`config.mk`:
```
export PLATFORM = sky130hd
export DESIGN_NAME = pipeline_ctrl
export DESIGN_NICKNAME = d
export VERILOG_FILES = /design/src/rtl/pipeline_ctrl_pkg.sv /design/src/rtl/pipeline_ctrl_sat_counter.sv /design/src/rtl/pipeline_ctrl.sv
export SDC_FILE = /design/constraint.sdc
export NUM_CORES = 1
export LEC_CHECK = 0
export CELL_PAD_IN_SITES_DETAIL_PLACEMENT = 1
export CELL_PAD_IN_SITES_GLOBAL_PLACEMENT = 2
export CORE_UTILIZATION = 31
export CTS_CLUSTER_SIZE = 14
export DETAILED_ROUTE_END_ITERATION = 7
export PLACE_DENSITY = 0.77
export SYNTH_ARGS = -nofsm -noshare
export SYNTH_HDL_FRONTEND = slang
export SYNTH_SLANG_ARGS = --single-unit
```
`constraint.sdc`:
```
create_clock -name clk -period 2.7 [get_ports clk]
set_clock_uncertainty 0.15 [all_clocks]
set_input_delay 0.54 -clock clk [delete_from_list [all_inputs] [get_ports clk]]
set_output_delay 0.54 -clock clk [all_outputs]
set_load 0.01 [all_outputs]
```
`src/rtl/pipeline_ctrl_pkg.sv`:
```
// -----------------------------------------------------------------------------
// pipe_ctrl_pkg
// Shared types for the pipeline stall/flush sequencer.
//   state_t       : 2-bit sequencer state (RUN, MEM_WAIT, HALTED, ERROR)
//   stage_ctrl_t  : per-pipeline-register control (write enable + bubble load)
// -----------------------------------------------------------------------------
package pipe_ctrl_pkg;

    typedef logic [1:0] state_t;

    localparam state_t ST_RUN      = 2'd0;
    localparam state_t ST_MEM_WAIT = 2'd1;
    localparam state_t ST_HALTED   = 2'd2;
    localparam state_t ST_ERROR    = 2'd3;

    typedef struct packed {
        logic we;
        logic flush;
    } stage_ctrl_t;

    // Common stage-register actions
    localparam stage_ctrl_t STAGE_HOLD    = '{we: 1'b0, flush: 1'b0};
    localparam stage_ctrl_t STAGE_ADVANCE = '{we: 1'b1, flush: 1'b0};
    localparam stage_ctrl_t STAGE_BUBBLE  = '{we: 1'b1, flush: 1'b1};

endpackage

```
`src/rtl/pipeline_ctrl_sat_counter.sv`:
```
// -----------------------------------------------------------------------------
// sat_counter
// Up-counter that sticks at all-ones instead of wrapping.
//   clk   : system clock, rising edge
//   rst_n : asynchronous active-low reset, clears the count
//   inc   : add one this cycle (ignored once saturated)
//   count : current value
// -----------------------------------------------------------------------------
module sat_counter #(
    parameter int W = 32
) (
    input  logic         clk,
    input  logic         rst_n,
    input  logic         inc,
    output logic [W-1:0] count
);

    logic [W-1:0] count_reg;
    logic [W-1:0] count_next;

    always_comb begin
        count_next = count_reg;
        if (inc && (count_reg != {W{1'b1}})) begin
            count_next = count_reg + W'(1);
        end
    end

    always_ff @(posedge clk or negedge rst_n) begin
        if (!rst_n) begin
            count_reg <= '0;
        end else begin
            count_reg <= count_next;
        end
    end

    assign count = count_reg;

endmodule

```
`src/rtl/pipeline_ctrl.sv`:
```
// -----------------------------------------------------------------------------
// pipeline_ctrl
// Stall/flush sequencer for the 5-stage pipeline. Combines load-use stall,
// EX taken-branch redirect, data-memory wait and WB halt into PC and stage
// register enables/bubbles, with a memory-wait watchdog and saturating
// stall/flush performance counters.
//
// Ports:
//   clk, rst_n                      clock / async active-low reset
//   load_use_stall                  load in EX feeds instruction in ID
//   ex_branch_taken                 EX redirect (not-taken predicted)
//   dmem_req, dmem_ready            MEM-stage data memory handshake
//   halt_req                        ecall/ebreak in WB
//   pc_we, pc_sel_branch            PC update enable / select branch target
//   if_id_we .. mem_wb_we           stage register write enables
//   if_id_flush, id_ex_flush,
//   mem_wb_flush                    load a bubble into that stage register
//   halted, mem_timeout             sticky stop indications
//   stall_cnt, flush_cnt            saturating performance counters
// -----------------------------------------------------------------------------
module pipeline_ctrl
    import pipe_ctrl_pkg::*;
#(
    parameter int MEM_TIMEOUT = 16,   // must be >= 2
    parameter int CNT_W       = 32
) (
    input  logic             clk,
    input  logic             rst_n,
    input  logic             load_use_stall,
    input  logic             ex_branch_taken,
    input  logic             dmem_req,
    input  logic             dmem_ready,
    input  logic             halt_req,
    output logic             pc_we,
    output logic             pc_sel_branch,
    output logic             if_id_we,
    output logic             id_ex_we,
    output logic             ex_mem_we,
    output logic             mem_wb_we,
    output logic             if_id_flush,
    output logic             id_ex_flush,
    output logic             mem_wb_flush,
    output logic             halted,
    output logic             mem_timeout,
    output logic [CNT_W-1:0] stall_cnt,
    output logic [CNT_W-1:0] flush_cnt
);

    localparam int WAIT_W = $clog2(MEM_TIMEOUT);

    // Stage register indices into stage_c
    localparam int S_IF_ID  = 0;
    localparam int S_ID_EX  = 1;
    localparam int S_EX_MEM = 2;
    localparam int S_MEM_WB = 3;

    state_t            state_reg, state_next;
    logic [WAIT_W-1:0] wait_cnt_reg, wait_cnt_next;

    stage_ctrl_t [3:0] stage_c;
    logic              pc_we_c;
    logic              pc_sel_c;
    logic              mem_wait;
    logic              active;

    assign mem_wait = dmem_req & ~dmem_ready;
    assign active   = (state_reg == ST_RUN) || (state_reg == ST_MEM_WAIT);

    always_comb begin
        stage_c       = {4{STAGE_HOLD}};
        pc_we_c       = 1'b0;
        pc_sel_c      = 1'b0;
        state_next    = state_reg;
        wait_cnt_next = wait_cnt_reg;

        if (active) begin
            if (halt_req) begin
                // WB commits this cycle; everything else freezes for good.
                state_next    = ST_HALTED;
                wait_cnt_next = '0;
            end else if (mem_wait) begin
                // Upstream frozen; WB gets a bubble so the MEM/WB contents
                // are not committed twice. Branch/load-use stay asserted
                // by the frozen EX/ID and are picked up on release.
                stage_c[S_MEM_WB] = STAGE_BUBBLE;
                if (state_reg == ST_RUN) begin
                    state_next    = ST_MEM_WAIT;
                    wait_cnt_next = WAIT_W'(1);
                end else if (wait_cnt_reg == WAIT_W'(MEM_TIMEOUT - 1)) begin
                    state_next = ST_ERROR;
                end else begin
                    wait_cnt_next = wait_cnt_reg + WAIT_W'(1);
                end
            end else begin
                // RUN, or the release cycle of MEM_WAIT
                state_next    = ST_RUN;
                wait_cnt_next = '0;
                if (ex_branch_taken) begin
                    // Squashes IF and ID, so a load-use on ID is moot.
                    pc_we_c           = 1'b1;
                    pc_sel_c          = 1'b1;
                    stage_c[S_IF_ID]  = STAGE_BUBBLE;
                    stage_c[S_ID_EX]  = STAGE_BUBBLE;
                    stage_c[S_EX_MEM] = STAGE_ADVANCE;
                    stage_c[S_MEM_WB] = STAGE_ADVANCE;
                end else if (load_use_stall) begin
                    stage_c[S_ID_EX]  = STAGE_BUBBLE;
                    stage_c[S_EX_MEM] = STAGE_ADVANCE;
                    stage_c[S_MEM_WB] = STAGE_ADVANCE;
                end else begin
                    pc_we_c = 1'b1;
                    stage_c = {4{STAGE_ADVANCE}};
                end
            end
        end
    end

    // EX/MEM has no bubble input; nothing above may ever request one.
    always_comb begin
        assert (!stage_c[S_EX_MEM].flush);
    end

    always_ff @(posedge clk or negedge rst_n) begin
        if (!rst_n) begin
            state_reg    <= ST_RUN;
            wait_cnt_reg <= '0;
        end else begin
            state_reg    <= state_next;
            wait_cnt_reg <= wait_cnt_next;
        end
    end

    // Control outputs are forced quiet while reset is held, independent of
    // the (already reset) state and the live inputs.
    assign pc_we         = rst_n & pc_we_c;
    assign pc_sel_branch = rst_n & pc_sel_c;
    assign if_id_we      = rst_n & stage_c[S_IF_ID].we;
    assign id_ex_we      = rst_n & stage_c[S_ID_EX].we;
    assign ex_mem_we     = rst_n & stage_c[S_EX_MEM].we;
    assign mem_wb_we     = rst_n & stage_c[S_MEM_WB].we;
    assign if_id_flush   = rst_n & stage_c[S_IF_ID].flush;
    assign id_ex_flush   = rst_n & stage_c[S_ID_EX].flush;
    assign mem_wb_flush  = rst_n & stage_c[S_MEM_WB].flush;
    assign halted        = (state_reg == ST_HALTED);
    assign mem_timeout   = (state_reg == ST_ERROR);

    // Performance counters: [0] stall cycles, [1] branch redirects.
    // Halt cycles are not stalls even though the PC holds.
    logic [1:0]       cnt_inc;
    logic [CNT_W-1:0] cnt_val [2];

    assign cnt_inc[0] = active & ~pc_we_c & ~halt_req;
    assign cnt_inc[1] = pc_sel_c;

    genvar gi;
    generate
        for (gi = 0; gi < 2; gi++) begin : g_perf_cnt
            sat_counter #(
                .W (CNT_W)
            ) u_cnt (
                .clk   (clk),
                .rst_n (rst_n),
                .inc   (cnt_inc[gi]),
                .count (cnt_val[gi])
            );
        end
    endgenerate

    assign stall_cnt = cnt_val[0];
    assign flush_cnt = cnt_val[1];

endmodule
```
==> results.json, run 1 <==
{
  "grt_pass1_wl_um": 16300,
  "ys_ff_latch": 70,
  "drtIter0Drc": 63,
  "comb_power_share_pct": 4.7,
  "ff_latch_area_um2": 1750,
  "slowest_stage": "clkdlybuf4s50_1",
  "drt_pass1_iterations": 4,
  "cts_sinks": 70,
  "start_util_pct": 31.9,
  "die_h_um": 108,
  "largest_register_ff_count": 64,
  "dieArea_um2": 11600,
  "rsz0062_at_grt": "false",
  "cts_root_buffer": "clkbuf_8",
  "p_int_uw": 1650,
  "ir_drop_mv": 0.246,
  "grt_pass1_vias": 3229,
  "worstPathMaxFanout": 4,
  "power_switching_uw": 477,
  "ioPinCount": 82,
  "pwr-share-clk_pct": 44.5,
  "postRouteAntennaNets": 0,
  "num_vias": 3021,
  "ff2ff_setup_slack_ns": 0.21,
  "dp_slack_ns": -0.196,
  "synth_edf_count": 0,
  "crit_family": "buffers and inverters",
  "route.detailed.drc": 0,
  "antenna_found_initial": 0,
  "seq_power_share_pct": 50.8,
  "hold_viol": 0,
  "tritoncts": "yes",
  "nets": 467,
  "finalSetupViolCount": 0,
  "die_x_um": 108,
  "synth_nets": 349,
  "cp.arrival_ns": 1.97,
  "via_per_inst": 5.02,
  "critPathLaunchType": "input pin",
  "reg2reg_from": "g_perf_cnt[0].u_cnt.count[30]",
  "tightest_slew_ns": 0.825,
  "layout_setup_ws_ns": 0.0397,
  "numCtsBuffers": 9,
  "placed_area_um2": 4650,
  "htree_levels": 3,
  "hold_path.class": "input pin to async pin",
  "seq_area_frac_synth_pct": 50.7,
  "clock_latency_ns": 0.35,
  "clock_path_buffers": 2,
  "grtUsageTotal_pct": 18.1,
  "crit_chain": "clkdlybuf4s50_1, nand2b_4, and3_4, buf_4, clkdlybuf4s50_1",
  "synth_xor_area_share_pct": 15.5,
  "grt_max_degree": 32,
  "fin_crit_ns": 2.66,
  "fp.coreArea_um2": 10800,
  "ys_types": 38,
  "synth_top_family_by_area": "simple AND/OR/NAND/NOR gates",
  "synth_compound_area_share_pct": 4.34,
  "power_density_nw_per_um2": 436,
  "max_slew_margin_pct": 45.0,
  "globalRouteOverflowTotal": 0,
  "syn_avg_cell_area_um2": 10.2,
  "port_buffers": 81,
  "cts_hold_buf": 0,
  "clkTransAtPathRegs_ns": 0.08,
  "p_leak_uw": 0.00223,
  "muxShareOfSynthArea_pct": 0.326,
  "num_antenna_cells": 0,
  "wire_per_inst_um": 16.1,
  "syn_inst": 339,
  "slew_violations": 0,
  "slowest_delay_ns": 0.52,
  "cp_num_buf_inv": 3,
  "fin_crit_sh_pct": 98.5,
  "end_kind": "output pin",
  "swShare_pct": 22.4,
  "worstSetupStartpoint": "dmem_ready",
  "ys.flop_type": "dfrtp_1",
  "synth_fa_ha_area_share_pct": 1.09,
  "cpMostUsedCell": "clkdlybuf4s50_1",
  "cap_violations": 0,
  "multi_input_area_um2": 1640,
  "outcome": "finished clean",
  "drive_above_1_share_pct": 12.6,
  "fmax_mhz": 376,
  "drt_wl_total_um": 9660,
  "fillCellCount": 1223,
  "area_delta_synth_final_pct": 41.3,
  "critical_path_class": "input pin to output pin",
  "place_congestion": 0.746,
  "synthSimpleGateAreaFrac_pct": 25.7,
  "rows": 38,
  "required_ns": 2.01,
  "async_reset_ff_share_pct": 100,
  "netlist_area_um2": 3460,
  "dpl.hpwl_um": 7170,
  "design_area_um2": 4880,
  "yosysWarnings": 0
}
==> power groups by stage <==
| stage | logic, uW | clock network (uW) | registers (uW) |
|---|---|---|---|
| detailed placement | 102 | 0 | 1100 |
| floorplan | 22.8 | 0 | 1100 |
| finish | 101 | 947 | 1080 |
| CTS | 105 | 977 | 1080 |
| global placement | 99.1 | 0 | 1100 |
| global route | 113 | 1010 | 1090 |
==> what timing repair did <==
item,in CTS,in global routing
pin swaps,0,1
gates cloned,0,0
setup endpoints to repair,8,3
hold endpoints to repair,0,0
resized for setup,10,1
buffers inserted,0,1
==> path summary, 6_finish.rpt <==
kind	endpoint	cells after the start
setup / recovery	ex_mem_we	5
hold / removal	g_perf_cnt[1].u_cnt.count[29]	2
setup reg to reg	g_perf_cnt[0].u_cnt.count[1]	4
hold reg to reg	g_perf_cnt[0].u_cnt.count[9]	1
max in group asynchronous	g_perf_cnt[1].u_cnt.count[1]	2
min in group clk	g_perf_cnt[0].u_cnt.count[9]	1
==> logic make-up after synthesis <==
family | after synthesis
mux | 1
simple gates | 164
fa+ha+maj | 3
xor+xnor | 61
flops | 70
compound gates | 22
buf+inv | 18
==> synthesized netlist by cell type (4+ instances only) <==
cell type   n  area (um^2)
a21oi_1     8         40.0
and3_1      8         50.1
and4_1      6         52.6
dfrtp_1    70         1750
inv_1      10         37.5
nand2_1    29          109
nand3_1    26          130
nand4_1    24          150
nor2_1     24         90.1
nor3_1     14         70.1
nor4_1     18          113
o21ai_0     4         20.0
xnor2_1    26          228
xor2_1     35          307
==> area by class of cell <==
type                       count  area share (%)
sequential                    70            35.9
multi-input combinational    251            33.5
timing repair buffer         115            21.9
tap                          140            3.59
clock buffer                  12            2.97
clock inverter                 4            1.43
inverter                      10           0.769
==> per-layer routing <==
metal  vias to the layer above  track usage, %  part of all wire [%]
li1                       1448               -                     -
met1                      1490            22.7                    45
met2                        72            31.3                    50
met3                        11            3.33                   4.2
met4                         0            5.97                   1.2
met5                         -               0                     0
==> cells in the final DEF, fill, tap and decap left out, types with 2 or more instances in the layout <==
| master | Yosys | final |
|---|---|---|
| a211o_1 | 2 | 2 |
| a21oi_1 | 8 | 8 |
| and2_1 | 3 | 3 |
| and3_1 | 8 | 7 |
| and4_1 | 6 | 6 |
| buf_4 | 2 | 33 |
| bufinv_16 | 0 | 2 |
| clkbuf_1 | 3 | 2 |
| clkbuf_8 | 0 | 10 |
| clkdlybuf4s50_1 | 0 | 73 |
| clkinv_2 | 0 | 2 |
| dfrtp_1 | 70 | 70 |
| dlygate4sd2_1 | 0 | 6 |
| ha_1 | 3 | 3 |
| inv_1 | 10 | 10 |
| nand2_1 | 29 | 29 |
| nand3_1 | 26 | 26 |
| nand4_1 | 24 | 24 |
| nor2_1 | 24 | 23 |
| nor3_1 | 14 | 14 |
| nor4_1 | 18 | 18 |
| o21a_1 | 2 | 2 |
| o21ai_0 | 4 | 4 |
| or4_1 | 3 | 3 |
| xnor2_1 | 26 | 26 |
| xor2_1 | 35 | 35 |
==> metrics by stage <==
step / setup TNS [ns] / instances / utilization (%) / power [uW] / hold WS, ns
floorplan: 0 / 339 / - / 1130 / 0.0944
global placement: -1.00 / 585 / 42.9 / 1200 / 0.334
detailed placement: -1.15 / 585 / 42.9 / 1210 / 0.334
CTS: 0 / 601 / 45.0 / 2160 / 0.0924
global route: 0 / 602 / 45.0 / 2210 / 0.112
finish: 0 / 602 / 45.0 / 2130 / 0.0954
Note: power is estimated with default switching activity, not from simulation.
==> run 2: changes to the inputs <==
--- a/config.mk
+++ b/config.mk
@@ -8,7 +8,7 @@
 export CELL_PAD_IN_SITES_DETAIL_PLACEMENT = 1
 export CELL_PAD_IN_SITES_GLOBAL_PLACEMENT = 2
 export CORE_UTILIZATION = 31
-export CTS_CLUSTER_SIZE = 14
+export CTS_CLUSTER_SIZE = 16
 export DETAILED_ROUTE_END_ITERATION = 7
 export PLACE_DENSITY = 0.77
 export SYNTH_ARGS = -nofsm -noshare
==> results of run 2 <==
No change in the layout: final DEF, timing and power equal those of run 1.
